<file path="config.mk">
export PLATFORM = sky130hd
export DESIGN_NAME = trap_ctrl
export DESIGN_NICKNAME = d
export VERILOG_FILES = /design/src/rtl/trap_pkg.sv /design/src/rtl/trap_prio.sv /design/src/rtl/trap_ctrl.sv
export SDC_FILE = /design/constraint.sdc
export NUM_CORES = 1
export LEC_CHECK = 0
export BUFFER_PORTS_ARGS = -buffer_cell sky130_fd_sc_hd__buf_2
export CORE_MARGIN = 5
export CORE_UTILIZATION = 50
export DETAILED_ROUTE_END_ITERATION = 8
export GPL_TIMING_DRIVEN = 0
export PLACE_DENSITY = 0.8
export SYNTH_ARGS = -nofsm -noshare
export SYNTH_HDL_FRONTEND = slang
export SYNTH_SLANG_ARGS = --single-unit
</file>
<file path="constraint.sdc">
create_clock -name clk -period 2.27 [get_ports clk]
set_input_delay 0.454 -clock clk [delete_from_list [all_inputs] [get_ports clk]]
set_output_delay 0.454 -clock clk [all_outputs]
set_load 0.03 [all_outputs]
</file>
<file path="src/rtl/trap_pkg.sv">
// Shared constants and types for the machine-mode trap sequencer:
// CSR addresses, interrupt cause codes, mstatus bit positions and FSM state.
package trap_pkg;

  localparam logic [11:0] CSR_MSTATUS = 12'h300;
  localparam logic [11:0] CSR_MTVEC   = 12'h305;
  localparam logic [11:0] CSR_MEPC    = 12'h341;
  localparam logic [11:0] CSR_MCAUSE  = 12'h342;
  localparam logic [11:0] CSR_MTVAL   = 12'h343;

  // Interrupt cause codes; the interrupt flag (MSB) is added by the arbiter.
  localparam logic [3:0] CAUSE_M_TIMER = 4'd7;
  localparam logic [3:0] CAUSE_M_EXT   = 4'd11;

  localparam int MSTATUS_MIE    = 3;
  localparam int MSTATUS_MPIE   = 7;
  localparam int MSTATUS_MPP_LO = 11;
  localparam int MSTATUS_MPP_HI = 12;

  typedef enum logic [3:0] {
    IDLE, RD_STATUS, WR_EPC, WR_CAUSE, WR_TVAL, WR_STATUS, RD_TVEC, RD_EPC, REDIRECT
  } state_t;

  typedef enum logic {KIND_TRAP, KIND_MRET} kind_t;

endpackage

</file>
<file path="src/rtl/trap_prio.sv">
// Combinational event arbiter: picks exception > mret > external irq > timer irq
// and forms the epc/cause/tval values to latch when the sequencer accepts it.
module trap_prio
  import trap_pkg::*;
#(
  parameter int PC_W = 32
) (
  input  logic            exc_valid,
  input  logic [3:0]      exc_code,
  input  logic [PC_W-1:0] exc_pc,
  input  logic [PC_W-1:0] exc_tval,
  input  logic            mret_valid,
  input  logic [PC_W-1:0] retire_pc,
  input  logic            irq_timer,
  input  logic            irq_ext,
  input  logic            mstatus_mie,
  input  logic [1:0]      mie_mask,
  output logic            accept,
  output kind_t           kind,
  output logic [PC_W-1:0] epc,
  output logic [PC_W-1:0] cause,
  output logic [PC_W-1:0] tval
);

  logic ext_pend;
  logic tmr_pend;

  assign ext_pend = irq_ext   & mie_mask[1] & mstatus_mie;
  assign tmr_pend = irq_timer & mie_mask[0] & mstatus_mie;

  always_comb begin
    // NOTE: every output gets a default first so no path leaves one unassigned (no latch).
    accept = 1'b1;
    kind   = KIND_TRAP;
    epc    = retire_pc;
    cause  = '0;
    tval   = '0;
    if (exc_valid) begin
      epc   = exc_pc;
      cause = {{(PC_W-4){1'b0}}, exc_code};
      tval  = exc_tval;
    end else if (mret_valid) begin
      kind = KIND_MRET;
    end else if (ext_pend) begin
      cause = {1'b1, {(PC_W-5){1'b0}}, CAUSE_M_EXT};
    end else if (tmr_pend) begin
      cause = {1'b1, {(PC_W-5){1'b0}}, CAUSE_M_TIMER};
    end else begin
      accept = 1'b0;
    end
  end

endmodule

</file>
<file path="src/rtl/trap_ctrl.sv">
// Machine-mode trap sequencer: runs the CSR request/ack sequence for a trap or
// mret, stalls fetch while busy and ends with a one-cycle PC redirect.
module trap_ctrl
  import trap_pkg::*;
#(
  parameter int PC_W = 32
) (
  input  logic            clk,
  input  logic            rst,
  input  logic            exc_valid,
  input  logic [3:0]      exc_code,
  input  logic [PC_W-1:0] exc_pc,
  input  logic [PC_W-1:0] exc_tval,
  input  logic            mret_valid,
  input  logic [PC_W-1:0] retire_pc,
  input  logic            irq_timer,
  input  logic            irq_ext,
  input  logic            mstatus_mie,
  input  logic [1:0]      mie_mask,
  output logic            stall,
  output logic            redirect_valid,
  output logic [PC_W-1:0] redirect_pc,
  output logic            csr_req,
  output logic            csr_we,
  output logic [11:0]     csr_addr,
  output logic [PC_W-1:0] csr_wdata,
  input  logic            csr_ack,
  input  logic [PC_W-1:0] csr_rdata
);

  state_t          state;
  kind_t           kind_q;
  logic [PC_W-1:0] epc_q, cause_q, tval_q, status_q;

  logic            acc;
  kind_t           acc_kind;
  logic [PC_W-1:0] acc_epc, acc_cause, acc_tval;

  trap_prio #(.PC_W(PC_W)) u_prio (
    .exc_valid  (exc_valid),
    .exc_code   (exc_code),
    .exc_pc     (exc_pc),
    .exc_tval   (exc_tval),
    .mret_valid (mret_valid),
    .retire_pc  (retire_pc),
    .irq_timer  (irq_timer),
    .irq_ext    (irq_ext),
    .mstatus_mie(mstatus_mie),
    .mie_mask   (mie_mask),
    .accept     (acc),
    .kind       (acc_kind),
    .epc        (acc_epc),
    .cause      (acc_cause),
    .tval       (acc_tval)
  );

  function automatic logic [PC_W-1:0] next_status(kind_t k, logic [PC_W-1:0] s);
    logic [PC_W-1:0] r;
    r = s;
    if (k == KIND_TRAP) begin
      r[MSTATUS_MPIE] = s[MSTATUS_MIE];
      r[MSTATUS_MIE]  = 1'b0;
    end else begin
      r[MSTATUS_MIE]  = s[MSTATUS_MPIE];
      r[MSTATUS_MPIE] = 1'b1;
    end
    r[MSTATUS_MPP_HI:MSTATUS_MPP_LO] = 2'b11;
    return r;
  endfunction

  // Vectored mode only applies to interrupts; modes 10/11 fall back to direct.
  function automatic logic [PC_W-1:0] trap_target(logic [PC_W-1:0] tvec, logic [PC_W-1:0] cause);
    logic [PC_W-1:0] base;
    base = {tvec[PC_W-1:2], 2'b00};
    if (tvec[1:0] == 2'b01 && cause[PC_W-1])
      return base + {{(PC_W-6){1'b0}}, cause[3:0], 2'b00};
    return base;
  endfunction

  // NOTE: state and outputs are registers, so only non-blocking assignments here.
  always_ff @(posedge clk) begin
    if (rst) begin
      state          <= IDLE;
      kind_q         <= KIND_TRAP;
      epc_q          <= '0;
      cause_q        <= '0;
      tval_q         <= '0;
      status_q       <= '0;
      stall          <= 1'b0;
      redirect_valid <= 1'b0;
      redirect_pc    <= '0;
      csr_req        <= 1'b0;
      csr_we         <= 1'b0;
      csr_addr       <= '0;
      csr_wdata      <= '0;
    end else begin
      redirect_valid <= 1'b0;
      case (state)
        IDLE: if (acc) begin
          kind_q    <= acc_kind;
          epc_q     <= acc_epc;
          cause_q   <= acc_cause;
          tval_q    <= acc_tval;
          stall     <= 1'b1;
          csr_req   <= 1'b1;
          csr_we    <= 1'b0;
          csr_addr  <= CSR_MSTATUS;
          csr_wdata <= '0;
          state     <= RD_STATUS;
        end
        RD_STATUS: if (csr_ack) begin
          status_q <= next_status(kind_q, csr_rdata);
          csr_we   <= 1'b1;
          if (kind_q == KIND_MRET) begin
            csr_addr  <= CSR_MSTATUS;
            csr_wdata <= next_status(kind_q, csr_rdata);
            state     <= WR_STATUS;
          end else begin
            csr_addr  <= CSR_MEPC;
            csr_wdata <= epc_q;
            state     <= WR_EPC;
          end
        end
        WR_EPC: if (csr_ack) begin
          csr_addr  <= CSR_MCAUSE;
          csr_wdata <= cause_q;
          state     <= WR_CAUSE;
        end
        WR_CAUSE: if (csr_ack) begin
          csr_addr  <= CSR_MTVAL;
          csr_wdata <= tval_q;
          state     <= WR_TVAL;
        end
        WR_TVAL: if (csr_ack) begin
          csr_addr  <= CSR_MSTATUS;
          csr_wdata <= status_q;
          state     <= WR_STATUS;
        end
        WR_STATUS: if (csr_ack) begin
          csr_we    <= 1'b0;
          csr_wdata <= '0;
          if (kind_q == KIND_MRET) begin
            csr_addr <= CSR_MEPC;
            state    <= RD_EPC;
          end else begin
            csr_addr <= CSR_MTVEC;
            state    <= RD_TVEC;
          end
        end
        RD_TVEC: if (csr_ack) begin
          redirect_pc    <= trap_target(csr_rdata, cause_q);
          redirect_valid <= 1'b1;
          csr_req        <= 1'b0;
          csr_addr       <= '0;
          state          <= REDIRECT;
        end
        RD_EPC: if (csr_ack) begin
          redirect_pc    <= csr_rdata;
          redirect_valid <= 1'b1;
          csr_req        <= 1'b0;
          csr_addr       <= '0;
          state          <= REDIRECT;
        end
        REDIRECT: begin
          stall <= 1'b0;
          state <= IDLE;
        end
        default: begin
          stall   <= 1'b0;
          csr_req <= 1'b0;
          state   <= IDLE;
        end
      endcase
    end
  end

endmodule
</file>
# Word level (Yosys, flattened, before mapping)
# Cells that the tools add are included.
dict set report word_totals {
  ff_bits 213
  inputBits 142
  out_inout_bits 80
}
dict set report classes {
  add_sub_neg 1
  eq_ne 18
  n_mux 59
  n_bitwise 7
  reduce_logical 19
}
# cell n
set ops {}
lappend ops {{32-bit two-way mux} 17}
lappend ops {{32-bit one-hot mux with 6 select lines} 1}
lappend ops {{12-bit two-way mux} 7}
lappend ops {{12-bit one-hot mux with 7 select lines} 1}
lappend ops {{32-bit one-hot mux with 2 select lines} 1}
lappend ops {{32-bit by 6-bit adder with 32-bit output} 1}
lappend ops {{4-bit two-way mux} 7}
lappend ops {{4-bit one-hot mux with 7 select lines} 1}
lappend ops {{1-bit two-way mux} 18}
lappend ops {{4-bit by 3-bit equality test with 1-bit output (second input constant)} 4}
lappend ops {{2-bit != test (second input constant)} 8}
lappend ops {{7-bit two-way mux} 2}
lappend ops {{7-bit AND reduction} 2}
lappend ops {{4-bit by 2-bit equality test with 1-bit output (second input constant)} 2}
lappend ops {{8-bit AND reduction} 1}
lappend ops {{7-bit nonzero test} 1}
lappend ops {{7-bit OR reduction} 1}
lappend ops {{1-bit one-hot mux with 3 select lines} 2}
lappend ops {{2-bit AND reduction} 3}
lappend ops {{3-bit AND reduction} 2}
lappend ops {{6-bit nonzero test} 1}
lappend ops {{6-bit OR reduction} 1}
lappend ops {{1-bit bitwise AND} 4}
lappend ops {{4-bit by 1-bit equality test with 1-bit output (second input constant)} 1}
lappend ops {{12 further kinds} 15}

# Longest topological paths before layout
# Gate-level depths: netlist of the first run.
dict set report logic_depth {
  depth_word 9
  mapped_depth 9
}

# Cells and area by module
# Synthesis of the first run repeated with hierarchy kept, for this count alone.
dict set report unflattened {
  cells_unflattened 1218
  hier_area_um2 10049.6
}
# mod n_inst cells_per_inst area_per_inst_um2 seq_area_each_um2
set by_module_without_submodules {}
lappend by_module_without_submodules {trap_ctrl 1 1102 9145.0 4103.9}
lappend by_module_without_submodules {trap_prio 1 116 904.6 0.0}

# Least setup slack after synthesis of the first run
# Ideal clock, no wire load.
dict set report synth_timing {
  path_kind {input port to flip-flop}
  startpoint {input port csr_rdata[3]}
  endpoint {register redirect_pc[19]}
  setup_time_ns 0.086
  arrival_time_ns 1.964
  setup_slack_ns 0.220
  path_stages 7
  n_path_buf 1
  path_cell_list {ha_1 -> a211o_1 -> a21oi_1 -> clkbuf_1 -> nor4_1 -> xnor2_1 -> a211oi_1}
}
dict set report synth_via {
  elab_chain_len 5
}
# element line_no
set synth_rtl {}
lappend synth_rtl {{start: declaration} trap_ctrl.sv:28} ;# input logic [PC_W-1:0] csr_rdata
lappend synth_rtl {{32-bit by 6-bit adder with 32-bit output} trap_ctrl.sv:76} ;# return base + {{(PC_W-6){1'b0}}, cause[3:0], 2'b00};
lappend synth_rtl {{32-bit two-way mux} trap_ctrl.sv:75} ;# if (tvec[1:0] == 2'b01 && cause[PC_W-1])
lappend synth_rtl {{32-bit two-way mux} trap_ctrl.sv:77} ;# return base;
lappend synth_rtl {{32-bit two-way mux} trap_ctrl.sv:150} ;# RD_TVEC: if (csr_ack) begin
lappend synth_rtl {{32-bit one-hot mux with 2 select lines} trap_ctrl.sv:98} ;# case (state)
lappend synth_rtl {{end signal: assignment} trap_ctrl.sv:151} ;# redirect_pc <= trap_target(csr_rdata, cause_q);
lappend synth_rtl {{end signal: assignment} trap_ctrl.sv:158} ;# redirect_pc <= csr_rdata;
lappend synth_rtl {{end: declaration} trap_ctrl.sv:22} ;# output logic [PC_W-1:0] redirect_pc,
# No other way between the ends. The select of a mux whose other input is x is not followed.
# A chain may end at the register's enable or synchronous reset.

# Worst setup path after layout of the first run
dict set report layout_timing {
  startpoint {input port irq_ext}
  endpoint {register tval_q[20]}
}
dict set report layout_via {
  elab_chain_len 6
}
# element line_no
set layout_rtl {}
lappend layout_rtl {{start: declaration} trap_ctrl.sv:17} ;# input logic irq_ext,
lappend layout_rtl {{1-bit bitwise AND (2 in series)} trap_prio.sv:28} ;# assign ext_pend = irq_ext & mie_mask[1] & mstatus_mie;
lappend layout_rtl {{1-bit two-way mux} trap_prio.sv:44} ;# end else if (ext_pend) begin
lappend layout_rtl {{1-bit two-way mux} trap_prio.sv:42} ;# end else if (mret_valid) begin
lappend layout_rtl {{1-bit two-way mux} trap_prio.sv:38} ;# if (exc_valid) begin
lappend layout_rtl {{2-bit AND reduction (no line)} --}
lappend layout_rtl {{end signal: assignment} trap_ctrl.sv:103} ;# tval_q <= acc_tval;
lappend layout_rtl {{end: declaration} trap_ctrl.sv:33} ;# logic [PC_W-1:0] epc_q, cause_q, tval_q, status_q;
# No other way between the ends.

==> reports/qor.csv, run 1 <==
stage,metric,value,unit
yosys,number of instances in the synthesized netlist,1014,
yosys,mapped cell area,8400,um2
finish,final std cells w/o fill,1487,
worst_setup_path,"CP delay by family, top",compound AO/OA/AOI/OAI gates,
worst_setup_path,critical path depth in cells,8,
cts,Clock Root Buffer,sky130_fd_sc_hd__clkbuf_16,
run,max capacitance violation total,0,
worst_setup_path,worst reg2reg startpoint,kind_q,
global_route,GR Util All Layers,29.2,%
placed_design,"number of placed instances, taps included",1454,
finish,number of filler instances in the final layout,1467,
cts,source-to-sink clock delay at the later pin of the worst-skew pair,0.44,ns
cts,TritonCTS clock tree,yes,
outcome,outcome,finished clean,
die,core box area,16500,um2
routing,Initial DRT Pass Iterations,6,
worst_setup_path,crit path launch,irq_ext,
placed_design,RD Place Congestion,0.979,
pwr,sequential power share,40.5,%
yosys,"Warnings, synthesis",0,
die,initial core utilization,50.8,%
routing,violation count after the first detailed-routing iteration,883,
finish,post-synthesis to final-layout area growth,24.4,%
cts,deepest level of the CTS H-tree,4,
pwr,Int Power,5.99,mW
placed_design,post-place setup slack,-0.392,ns
yosys,leading register cell type out of synthesis,sky130_fd_sc_hd__dfxtp_1,
sta,final period utilization,96.7,%
sta,final critical path time including I/O delays and setup,2.20,ns
worst_setup_path,Crit path top cell by count,sky130_fd_sc_hd__buf_2,
yosys,Synth area leader,sky130_fd_sc_hd__dfxtp_1,
routing,average detailed-routed wire length per instance,19.7,um
die,overall die height,140,um
yosys,"Distinct cells, synth",64,
sta,number of failing hold endpoints at the final stage,0,
die,number of top-level design ports,222,
cts,Sinks on Clock Net,178,
yosys,largest cells by area after synthesis,"sky130_fd_sc_hd__dfxtp_1, sky130_fd_sc_hd__nand2_1, sky130_fd_sc_hd__a21oi_1",
global_route,via count of the first global-routing pass,8391,
finish,most common library cell in the layout ignoring fill and taps,sky130_fd_sc_hd__buf_2,
pwr,switching power total,3.01,mW
sta,worst-case clock skew,0.00807,ns
yosys,number of enable flip-flop cells after synthesis,0,
worst_setup_path,R2R cell count,6,
routing,remaining design rule violation count,0,
routing,Detail Route Antenna Nets,0,
finish,antenna diode instance count,0,
global_route,maximum number of pins on one net before global-route repair,17,
yosys,fraction of registers with async set or reset after synthesis,0,%
worst_setup_path,worst path arrival time,2.56,ns
sta,maximum clock rate,456,MHz
pwr,proportion of total power due to net switching,33.5,%
yosys,post-synth top area share,42.4,%
die,horizontal extent of the die,140,um
worst_setup_path,cell-by-cell listing of the critical path,"buf_2, a22o_1, a21boi_0, nand2b_1, buf_2, clkbuf_1, nand2_1, a21oi_1",
pwr,areal power density over the cells,861,nW/um2
worst_setup_path,Crit. End Element,flop,
finish,"leading cell types in the layout, fill and taps excluded","sky130_fd_sc_hd__buf_2, sky130_fd_sc_hd__dfxtp_1, sky130_fd_sc_hd__nand2_1",
placed_design,number of port buffers,215,
worst_setup_path,startpoint kind of the worst setup timing path,input pin,
cts,buffer levels on the longest clock path,2,
yosys,number of flip-flops and latches in the synthesized netlist,178,
sta,Max Slew Vio Count,0,
die,overall die area,19500,um2
sta,worst slew margin relative to its limit,32.3,%
pwr,VDD IR-drop max,0.648,mV
routing,Avg Vias per Cell,5.84,
yosys,portion of the post-synthesis area used by sequential elements,42.4,%
pwr,logic gate share of total power,24.9,%
finish,net total in the final layout,1401,
placed_design,DP HPWL,22.0,mm
cts,CTS buffer count,17,
yosys,Syn Area/Cell,8.28,um2
sta,setup slack after layout,0.0746,ns
finish,fraction of layout instances using a drive strength above 1,25.3,%
pwr,Leak,4.27,nW
cts,count of hold buffers inserted by post-cts repair,0,
routing,vias after detailed routing,8686,
pwr,fraction of power consumed by the clock network,34.6,%
sta,worst slew pin tran,1.02,ns
global_route,first-pass GRT wire length,45.2,mm
worst_setup_path,start-to-end type of the worst setup path,in -> reg,
worst_setup_path,"Req. time, crit path",2.63,ns
hold_path,instance count along the most critical hold path,3,
finish,post-layout utilization of the core,63.2,%
sta,Finish-stage setup viols,0,
worst_setup_path,max incr delay on CP,0.59,ns
die,number of rows in the core area,47,
sta,Total Neg Setup Slack,0,ns
global_route,antenna violations before repair,0,
routing,sum of routed wire length over all layers,29.2,mm
hold_path,worst min-delay path startpoint,exc_tval[29],
worst_setup_path,CP max FO,10,
cts,Clock Pin Slew Worst Setup and Hold Paths,0.07,ns
worst_setup_path,combined buffer and inverter count along the critical path,3,
global_route,leftover overflow at the end of global routing,0,
hold_path,worst min-delay path category,in -> reg,
worst_setup_path,CP max stage cell,sky130_fd_sc_hd__a21boi_0,
sta,final worst hold slack,0.278,ns
[stage by stage]
stage / instance area [um2] / power [mW]
after floorplan: 8420 / 5.07
after global placement: 9770 / 5.80
after detailed placement: 9770 / 5.84
after CTS: 10400 / 8.89
after global routing: 10500 / 9.34
final: 10500 / 9.00
[layer usage]
layer  share of wire [%]  vias up  global-route usage [%]
met2                  46      461                    47.5
met1                  40     4060                    38.1
met3                  11       67                    6.69
met5                   0        -                       0
met4                 2.9        0                    10.5
li1                    -     4098                       -
[state kept, by name, summed over array words and instances (netlist names)]
| name | count |
|---|---|
| epc_q | 32 |
| csr_addr | 5 |
| redirect_valid | 1 |
| csr_we | 1 |
| stall | 1 |
| status_q | 31 |
| csr_req | 1 |
| csr_wdata | 32 |
| redirect_pc | 32 |
| state | 4 |
| cause_q | 5 |
| kind_q | 1 |
| tval_q | 32 |
[kinds of logic (layout without fill, tap and decap cells)]
kind of cell	Yosys count	count (layout)	synth area share, %
AO/OA/AOI/OAI	288	288	22.6
XOR/XNOR	25	25	2.61
adder cells (fa/ha/maj)	5	5	0.834
buffers and inverters	100	348	5.48
flip-flops	178	178	42.4
multiplexers	46	46	5.48
other	1	6	0.0446
AND/OR/NAND/NOR	371	371	20.5
[cell usage after synthesis, types with 2 or more instances]
cell type and count:
sky130_fd_sc_hd__a31oi_1 2, sky130_fd_sc_hd__or3_1 3, sky130_fd_sc_hd__o21ai_0 29, sky130_fd_sc_hd__a21oi_1 98, sky130_fd_sc_hd__a211oi_1 59, sky130_fd_sc_hd__nor3b_1 4
sky130_fd_sc_hd__nand2_1 136, sky130_fd_sc_hd__a22o_1 25, sky130_fd_sc_hd__nor3_2 2, sky130_fd_sc_hd__a211o_1 3, sky130_fd_sc_hd__nor3_1 14, sky130_fd_sc_hd__and3b_1 2
sky130_fd_sc_hd__nor2b_1 2, sky130_fd_sc_hd__a22oi_1 42, sky130_fd_sc_hd__nor4b_1 4, sky130_fd_sc_hd__a221oi_1 2, sky130_fd_sc_hd__and4_1 5, sky130_fd_sc_hd__a311oi_1 3
sky130_fd_sc_hd__nand3b_1 2, sky130_fd_sc_hd__clkbuf_1 48, sky130_fd_sc_hd__nor2_1 115, sky130_fd_sc_hd__nand4_1 5, sky130_fd_sc_hd__a21bo_2 3, sky130_fd_sc_hd__dfxtp_1 178
sky130_fd_sc_hd__xor2_1 2, sky130_fd_sc_hd__or4_1 2, sky130_fd_sc_hd__buf_4 10, sky130_fd_sc_hd__and2_1 8, sky130_fd_sc_hd__mux2i_1 46, sky130_fd_sc_hd__nand3_1 40
sky130_fd_sc_hd__buf_1 4, sky130_fd_sc_hd__nor2_2 2, sky130_fd_sc_hd__a32o_1 2, sky130_fd_sc_hd__nor4_1 12, sky130_fd_sc_hd__nand2b_1 3, sky130_fd_sc_hd__xnor2_1 23
sky130_fd_sc_hd__ha_1 4, sky130_fd_sc_hd__o22ai_1 10, sky130_fd_sc_hd__inv_1 4, sky130_fd_sc_hd__buf_2 32
[worst reg2reg max path: stages, from the launching register on]
cell and delay [ns]:
sky130_fd_sc_hd__dfxtp_1 0.73, sky130_fd_sc_hd__nand2b_1 0.24, sky130_fd_sc_hd__nor2_2 0.32, sky130_fd_sc_hd__buf_2 0.33, sky130_fd_sc_hd__a22oi_1 0.16, sky130_fd_sc_hd__a21bo_2 0.21, sky130_fd_sc_hd__a21oi_1 0.12
[final cells by class]
cell class              instances  area, um2  area share, %
plain buffers                  93        447           4.27
multi-input cells             741       4430           42.4
flip-flops and latches        178       3560           34.1
repair buffers                218       1100           10.5
clock inverters                13        173           1.65
well taps                     220        275           2.63
inverters                       5       18.8          0.180
clock buffers                  19        443           4.24
[final timing paths]
check             slack [ns]      endpoint
setup reg to reg        0.09  csr_wdata[1]
setup / recovery        0.07    tval_q[20]
hold / removal          0.28    tval_q[29]
hold reg to reg         0.45     tval_q[0]
[timing repair]
item,in CTS,in global routing
hold endpoints to repair,0,0
setup buffers,0,3
gates cloned,0,0
setup endpoints to repair,36,47
pin swaps,1,1
gates resized for setup,5,15
[power by group through the flow]
stage / logic [mW] / registers [mW] / clock network [mW]
2_1_floorplan: 1.33 / 3.74 / 0
3_3_place_gp: 2.11 / 3.69 / 0
3_5_place_dp: 2.15 / 3.70 / 0
4_1_cts: 2.16 / 3.64 / 3.10
5_1_grt: 2.42 / 3.68 / 3.25
6_report: 2.24 / 3.65 / 3.11
No activity file was read; power rests on OpenSTA's default activity.
==> run 2: changes to the inputs <==
==> constraint.sdc (replaced) <==
create_clock -name clk -period 2.5 [get_ports clk]
set_input_delay 0.5 -clock clk [delete_from_list [all_inputs] [get_ports clk]]
set_output_delay 0.5 -clock clk [all_outputs]
set_load 0.03 [all_outputs]
==> run 2 against run 1 <==
Global-route usage hardly changed. Core utilization is 0.20 points lower. Largest power group unchanged. Non-clock buffer count is 2 higher. Clock power is 9.3% lower. Final cell count is 0.13% higher. Hold slack better by 0.051 ns. Critical path type is now reg -> reg. Highest routed layer unchanged. Sequential share of layout area is 0.099 points higher.
==> reports/qor.csv, run 2 (same netlist as run 1, synthesis figures left out) <==
stage,metric,value,unit,change
outcome,outcome,finished clean,,
pwr,areal power density over the cells,782,nW/um2,-9.1%
routing,routed wire length on met2,13.4,mm,about the same
sta,Max Slew Vio Count,0,,unchanged
routing,sum of routed wire length over all layers,29.2,mm,-0.23%
placed_design,number of port buffers,215,,unchanged
finish,post-synthesis to final-layout area growth,24.0,%,
worst_setup_path,CP max FO,10,,unchanged
hold_path,worst min-delay path category,in -> reg,,
worst_setup_path,Crit. End Element,flop,,
routing,average detailed-routed wire length per instance,19.6,um,-0.36%
routing,uppermost metal layer occupied by signal nets,met4,,
sta,worst slew pin tran,1.02,ns,-0.000314 ns
cts,TritonCTS clock tree,yes,,
pwr,logic gate share of total power,24.8,%,about the same
placed_design,RD Place Congestion,0.979,,unchanged
worst_setup_path,startpoint kind of the worst setup timing path,flop,,
pwr,VDD IR-drop max,0.566,mV,-13%
cts,buffer levels on the longest clock path,2,,unchanged
sta,Finish-stage setup viols,0,,unchanged
worst_setup_path,start-to-end type of the worst setup path,reg -> reg,,
pwr,Int Power,5.43,mW,-9.3%
global_route,leftover overflow at the end of global routing,0,,unchanged
placed_design,Placement Cell Area,9770,um2,unchanged
pwr,proportion of total power due to net switching,33.4,%,-0.079 points
die,initial core utilization,50.8,%,unchanged
run,max capacitance violation total,0,,unchanged
routing,Initial DRT Pass Iterations,6,,unchanged
die,number of top-level design ports,222,,unchanged
cts,Clock Root Buffer,sky130_fd_sc_hd__clkbuf_16,,
placed_design,DP HPWL,22.0,mm,unchanged
routing,remaining design rule violation count,0,,unchanged
sta,RSZ-0062 raised after global routing,no,,
sta,worst slew margin relative to its limit,32.3,%,about the same
cts,deepest level of the CTS H-tree,4,,unchanged
sta,worst-case clock skew,0.00803,ns,-0.0000380 ns
sta,final period utilization,96.5,%,
cts,Clock Pin Slew Worst Setup and Hold Paths,0.07,ns,about the same
routing,Avg Vias per Cell,5.85,,about the same
die,overall die height,140,um,unchanged
finish,"leading cell types in the layout, fill and taps excluded","sky130_fd_sc_hd__buf_2, sky130_fd_sc_hd__dfxtp_1, sky130_fd_sc_hd__nand2_1",,
routing,violation count after the first detailed-routing iteration,941,,+6.6%
pwr,switching power total,2.72,mW,-9.7%
cts,count of hold buffers inserted by post-cts repair,0,,unchanged
die,overall die area,19500,um2,unchanged
die,number of rows in the core area,47,,unchanged
finish,antenna diode instance count,0,,unchanged
placed_design,post-place setup slack,-0.187,ns,+0.205 ns
worst_setup_path,"Req. time, crit path",2.86,ns,+0.23 ns
routing,Detail Route Antenna Nets,0,,unchanged
routing,vias after detailed routing,8704,,+0.21%
finish,fraction of layout instances using a drive strength above 1,24.4,%,-0.83 points
global_route,via count of the first global-routing pass,8382,,-0.11%
worst_setup_path,cell-by-cell listing of the critical path,"clkbuf_1, nand2b_1, nor2_2, buf_2, a22oi_1, a21bo_2, a21oi_1",,
pwr,sequential power share,40.5,%,about the same
worst_setup_path,max incr delay on CP,0.61,ns,+0.02 ns
worst_setup_path,worst path arrival time,2.77,ns,+0.21 ns
worst_setup_path,"CP delay by family, top",buffers and inverters,,
sta,final critical path time including I/O delays and setup,2.41,ns,
finish,final non-filler cell area,10400,um2,-0.32%
die,horizontal extent of the die,140,um,unchanged
cts,Sinks on Clock Net,178,,unchanged
sta,maximum clock rate,414,MHz,
sta,setup slack after layout,0.0866,ns,+0.0120 ns
worst_setup_path,combined buffer and inverter count along the critical path,2,,-1
sta,Total Neg Setup Slack,0,ns,unchanged
routing,routed wire length on met3,3.23,mm,+1.5%
worst_setup_path,CP max stage cell,sky130_fd_sc_hd__clkbuf_1,,
sta,number of failing hold endpoints at the final stage,0,,unchanged
pwr,fraction of power consumed by the clock network,34.6,%,about the same
die,core box area,16500,um2,unchanged
finish,most common library cell in the layout ignoring fill and taps,sky130_fd_sc_hd__buf_2,,
global_route,first-pass GRT wire length,45.2,mm,about the same
pwr,Leak,4.25,nW,-0.44%
cts,source-to-sink clock delay at the later pin of the worst-skew pair,0.44,ns,about the same
routing,Routed met1 length,11.7,mm,-0.32%
global_route,antenna violations before repair,0,,unchanged
global_route,maximum number of pins on one net before global-route repair,17,,unchanged
finish,net total in the final layout,1403,,+0.14%
cts,CTS buffer count,17,,unchanged
global_route,GR Util All Layers,29.1,%,about the same
==> run 2: power by group through the flow <==
stage | Clock (mW) | Sequential [mW] | Combinational, mW
2_1_floorplan | 0 | 3.40 | 1.21
3_3_place_gp | 0 | 3.35 | 1.92
3_5_place_dp | 0 | 3.36 | 1.95
4_1_cts | 2.81 | 3.30 | 1.96
5_1_grt | 2.95 | 3.33 | 2.19
6_report | 2.82 | 3.30 | 2.02
==> run 2: stage by stage <==
step                instances  power (mW)  hold slack [ns]  util (%)
global placement         1454        5.27            0.439      59.1
global route             1489        8.46            0.329      63.0
CTS                      1486        8.07            0.322      62.9
detailed placement       1454        5.30            0.443      59.1
finish                   1489        8.15            0.328      63.0
floorplan                1019        4.61            0.432         -
==> run 2: layout make-up <==
cell class / count / area (um2)
Sequential cell: 178 / 3560
Clock buffer: 19 / 443
Tap cell: 220 / 275
Buffer: 95 / 444
Timing Repair Buffer: 218 / 1100
Fill cell: 1477 / 6110
Clock inverter: 13 / 173
Multi-Input combinational cell: 741 / 4400
Inverter: 5 / 18.8
==> run 2: per-layer routing <==
metal / vias up / GRT usage [%]
met5: - / 0
met4: 0 / 10.5
met3: 60 / 6.59
met2: 494 / 47.4
met1: 4039 / 38.2
li1: 4111 / -
==> run 2: timing repair <==
action / CTS / global route
buffers inserted: 0 / 3
hold endpoints to repair: 0 / 0
resized for setup: 1 / 4
pin swaps: 0 / 1
endpoints found under the setup margin: 7 / 10
==> run 2: final timing paths <==
check                    start           end  depth (start not counted)  slack (ns)
setup / recovery        kind_q  csr_wdata[1]                          7        0.09
hold / removal    exc_tval[29]    tval_q[29]                          3        0.33
setup reg to reg        kind_q  csr_wdata[1]                          7        0.09
hold reg to reg     tval_q[25]    tval_q[25]                          2        0.45
==> run 2: worst min-delay path, stage by stage <==
cell and delay, ns:
sky130_fd_sc_hd__buf_2 0.10, sky130_fd_sc_hd__nand3_1 0.07, sky130_fd_sc_hd__a21oi_1 0.06
==> run 3: changes to the inputs <==
--- a/config.mk
+++ b/config.mk
@@ -8,6 +8,7 @@
 export BUFFER_PORTS_ARGS = -buffer_cell sky130_fd_sc_hd__buf_2
 export CORE_MARGIN = 5
 export CORE_UTILIZATION = 50
+export CTS_BUF_LIST = sky130_fd_sc_hd__clkbuf_16
 export DETAILED_ROUTE_END_ITERATION = 8
 export GPL_TIMING_DRIVEN = 0
 export PLACE_DENSITY = 0.8
==> run 3 against run 2 <==
Clock skew increased by 0.0011 ns. Final area about the same. Register-to-register slack improved by 0.07 ns. First-iteration DRC count decreased by 4.6%. Non-clock buffer count unchanged. Setup slack improved by 0.074 ns. Maximum frequency increased by 3.2%. Hold slack got worse by 0.0017 ns. Critical endpoint unchanged. Largest power group unchanged. Highest routed layer unchanged.
==> reports/qor.csv, run 3 (same netlist as run 1, synthesis figures left out) <==
stage,metric,value,unit,change
pwr,logic gate share of total power,24.9,%,about the same
worst_setup_path,worst reg2reg startpoint,kind_q,,
worst_setup_path,CP max stage cell,sky130_fd_sc_hd__clkbuf_1,,
sta,maximum clock rate,427,MHz,+3.2%
worst_setup_path,cell-by-cell listing of the critical path,"clkbuf_1, nand2b_1, nor2_2, buf_2, a22oi_1, a21bo_2, a21oi_1",,
placed_design,DP HPWL,22.0,mm,unchanged
routing,Initial DRT Pass Iterations,5,,-1
die,horizontal extent of the die,140,um,unchanged
run,max capacitance violation total,0,,unchanged
cts,source-to-sink clock delay at the later pin of the worst-skew pair,0.44,ns,about the same
cts,deepest level of the CTS H-tree,4,,unchanged
global_route,via count of the first global-routing pass,8380,,-0.024%
cts,TritonCTS clock tree,yes,,
global_route,GR Util All Layers,29.1,%,-0.053 points
routing,vias after detailed routing,8731,,+0.31%
sta,worst slew pin tran,1.01,ns,-0.00907 ns
pwr,sequential power share,40.7,%,+0.2 points
worst_setup_path,max incr delay on CP,0.59,ns,-0.02 ns
worst_setup_path,CP max FO,10,,unchanged
pwr,Int Power,5.39,mW,-0.64%
cts,Sinks on Clock Net,178,,unchanged
cts,count of hold buffers inserted by post-cts repair,0,,unchanged
sta,setup slack after layout,0.161,ns,+0.0739 ns
finish,post-layout utilization of the core,63.0,%,about the same
global_route,maximum number of pins on one net before global-route repair,17,,unchanged
sta,Max Slew Vio Count,0,,unchanged
die,initial core utilization,50.8,%,unchanged
sta,RSZ-0062 raised after global routing,no,,
sta,Finish-stage setup viols,0,,unchanged
worst_setup_path,"CP delay by family, top",buffers and inverters,,
finish,most common library cell in the layout ignoring fill and taps,sky130_fd_sc_hd__buf_2,,
pwr,total chip power,8.11,mW,-0.47%
routing,average detailed-routed wire length per instance,19.6,um,about the same
finish,fraction of layout instances using a drive strength above 1,24.3,%,-0.079 points
finish,final non-filler cell area,10400,um2,about the same
finish,"leading cell types in the layout, fill and taps excluded","sky130_fd_sc_hd__buf_2, sky130_fd_sc_hd__dfxtp_1, sky130_fd_sc_hd__nand2_1",,
sta,number of failing hold endpoints at the final stage,0,,unchanged
worst_setup_path,R2R cell count,7,,unchanged
die,overall die height,140,um,unchanged
worst_setup_path,worst path arrival time,2.70,ns,-0.07 ns
pwr,areal power density over the cells,779,nW/um2,-0.37%
cts,Clock Pin Slew Worst Setup and Hold Paths,0.07,ns,about the same
cts,Clock Root Buffer,sky130_fd_sc_hd__clkbuf_16,,
placed_design,number of port buffers,215,,unchanged
sta,worst-case clock skew,0.00914,ns,+0.00111 ns
die,core box area,16500,um2,unchanged
outcome,outcome,finished clean,,
worst_setup_path,startpoint kind of the worst setup timing path,flop,,
cts,buffer levels on the longest clock path,2,,unchanged
worst_setup_path,critical path depth in cells,7,,unchanged
global_route,leftover overflow at the end of global routing,0,,unchanged
worst_setup_path,combined buffer and inverter count along the critical path,2,,unchanged
cts,CTS buffer count,17,,unchanged
routing,Detail Route Antenna Nets,0,,unchanged
worst_setup_path,FF-to-FF End,csr_wdata[1],,
sta,final critical path time including I/O delays and setup,2.34,ns,-0.0739 ns
die,overall die area,19500,um2,unchanged
worst_setup_path,start-to-end type of the worst setup path,reg -> reg,,
finish,number of filler instances in the final layout,1479,,+0.14%
sta,worst slew margin relative to its limit,32.9,%,+0.60 points
finish,antenna diode instance count,0,,unchanged
routing,Avg Vias per Cell,5.86,,+0.31%
placed_design,RD Place Congestion,0.979,,unchanged
routing,sum of routed wire length over all layers,29.1,mm,about the same
worst_setup_path,"Req. time, crit path",2.86,ns,about the same
pwr,proportion of total power due to net switching,33.5,%,+0.12 points
pwr,switching power total,2.72,mW,-0.12%
routing,remaining design rule violation count,0,,unchanged
pwr,fraction of power consumed by the clock network,34.4,%,-0.2 points
global_route,first-pass GRT wire length,45.1,mm,-0.21%
placed_design,Placement Cell Area,9770,um2,unchanged
finish,post-synthesis to final-layout area growth,23.9,%,about the same
sta,final period utilization,93.6,%,-3.0 points
hold_path,worst min-delay path category,in -> reg,,
global_route,antenna violations before repair,0,,unchanged
finish,net total in the final layout,1403,,unchanged
worst_setup_path,Worst setup endpoint,csr_wdata[1],,
placed_design,post-place setup slack,-0.187,ns,unchanged
worst_setup_path,crit path launch,kind_q,,
routing,violation count after the first detailed-routing iteration,898,,-4.6%
worst_setup_path,Register-to-Register Setup Slack,0.16,ns,+0.07 ns
pwr,Leak,4.25,nW,about the same
die,number of rows in the core area,47,,unchanged
worst_setup_path,Crit. End Element,flop,,
die,number of top-level design ports,222,,unchanged
pwr,VDD IR-drop max,0.568,mV,+0.20%
## run 3: cell types whose count changed in the layout (fill, tap and decap cells not counted), sizes merged
cell / delta
clkbuf: -2
inv: +1
clkinv: +1
## run 3: through the flow
stage / hold WS (ns) / setup TNS (ns) / cells
after global routing: 0.329 / 0 / 1489
after global placement: 0.439 / -2.88 / 1454
after floorplan: 0.432 / 0 / 1019
after detailed placement: 0.443 / -3.75 / 1454
final: 0.327 / 0 / 1489
after CTS: 0.323 / 0 / 1486
## run 3: worst min path at each step
stage / from / endpoint / slack [ns] / depth (start not counted)
final: exc_tval[29] / tval_q[29] / 0.33 / 3
after global placement: tval_q[0] / tval_q[0] / 0.44 / 2
after detailed placement: tval_q[25] / tval_q[25] / 0.44 / 2
after global routing: exc_tval[28] / tval_q[28] / 0.33 / 3
after CTS: exc_tval[22] / tval_q[22] / 0.32 / 3
after floorplan: tval_q[0] / tval_q[0] / 0.43 / 2
## run 3: routing by layer
metal	GRT usage (%)	vias up	routed length [um]
li1	-	4109	-
met1	38.0	4083	11800
met2	47.3	479	13500
met3	6.79	60	3080
met4	10.4	0	758
met5	0	-	0
## run 3: area by class of cell
cell class	count	area (um2)	area share, %
Buffer	95	444	4.27
Clock buffer	17	425	4.09
Clock inverter	15	180	1.73
Inverter	5	18.8	0.180
Multi-Input combinational cell	741	4400	42.3
Sequential cell	178	3560	34.2
Tap cell	220	275	2.65
Timing Repair Buffer	218	1100	10.6
## run 3: repair_timing
| item | in CTS | in global routing |
|---|---|---|
| buffers inserted | 0 | 3 |
| endpoints found under the setup margin | 7 | 10 |
| cloned | 0 | 0 |
| pin swaps | 0 | 1 |
| resized for setup | 1 | 4 |
## run 3: worst min-delay path: cells and delay by family
family                 cells  cell delay [ns]
buffers and inverters      1             0.10
AND/OR/NAND/NOR            1             0.07
AO/OA/AOI/OAI              1             0.06
## run 3: power groups by stage
stage	combinational, mW	sequential, mW	clock (mW)
global route	2.19	3.33	2.92
detailed placement	1.95	3.36	0
CTS	1.96	3.30	2.78
global placement	1.92	3.35	0
floorplan	1.21	3.40	0
finish	2.02	3.30	2.79
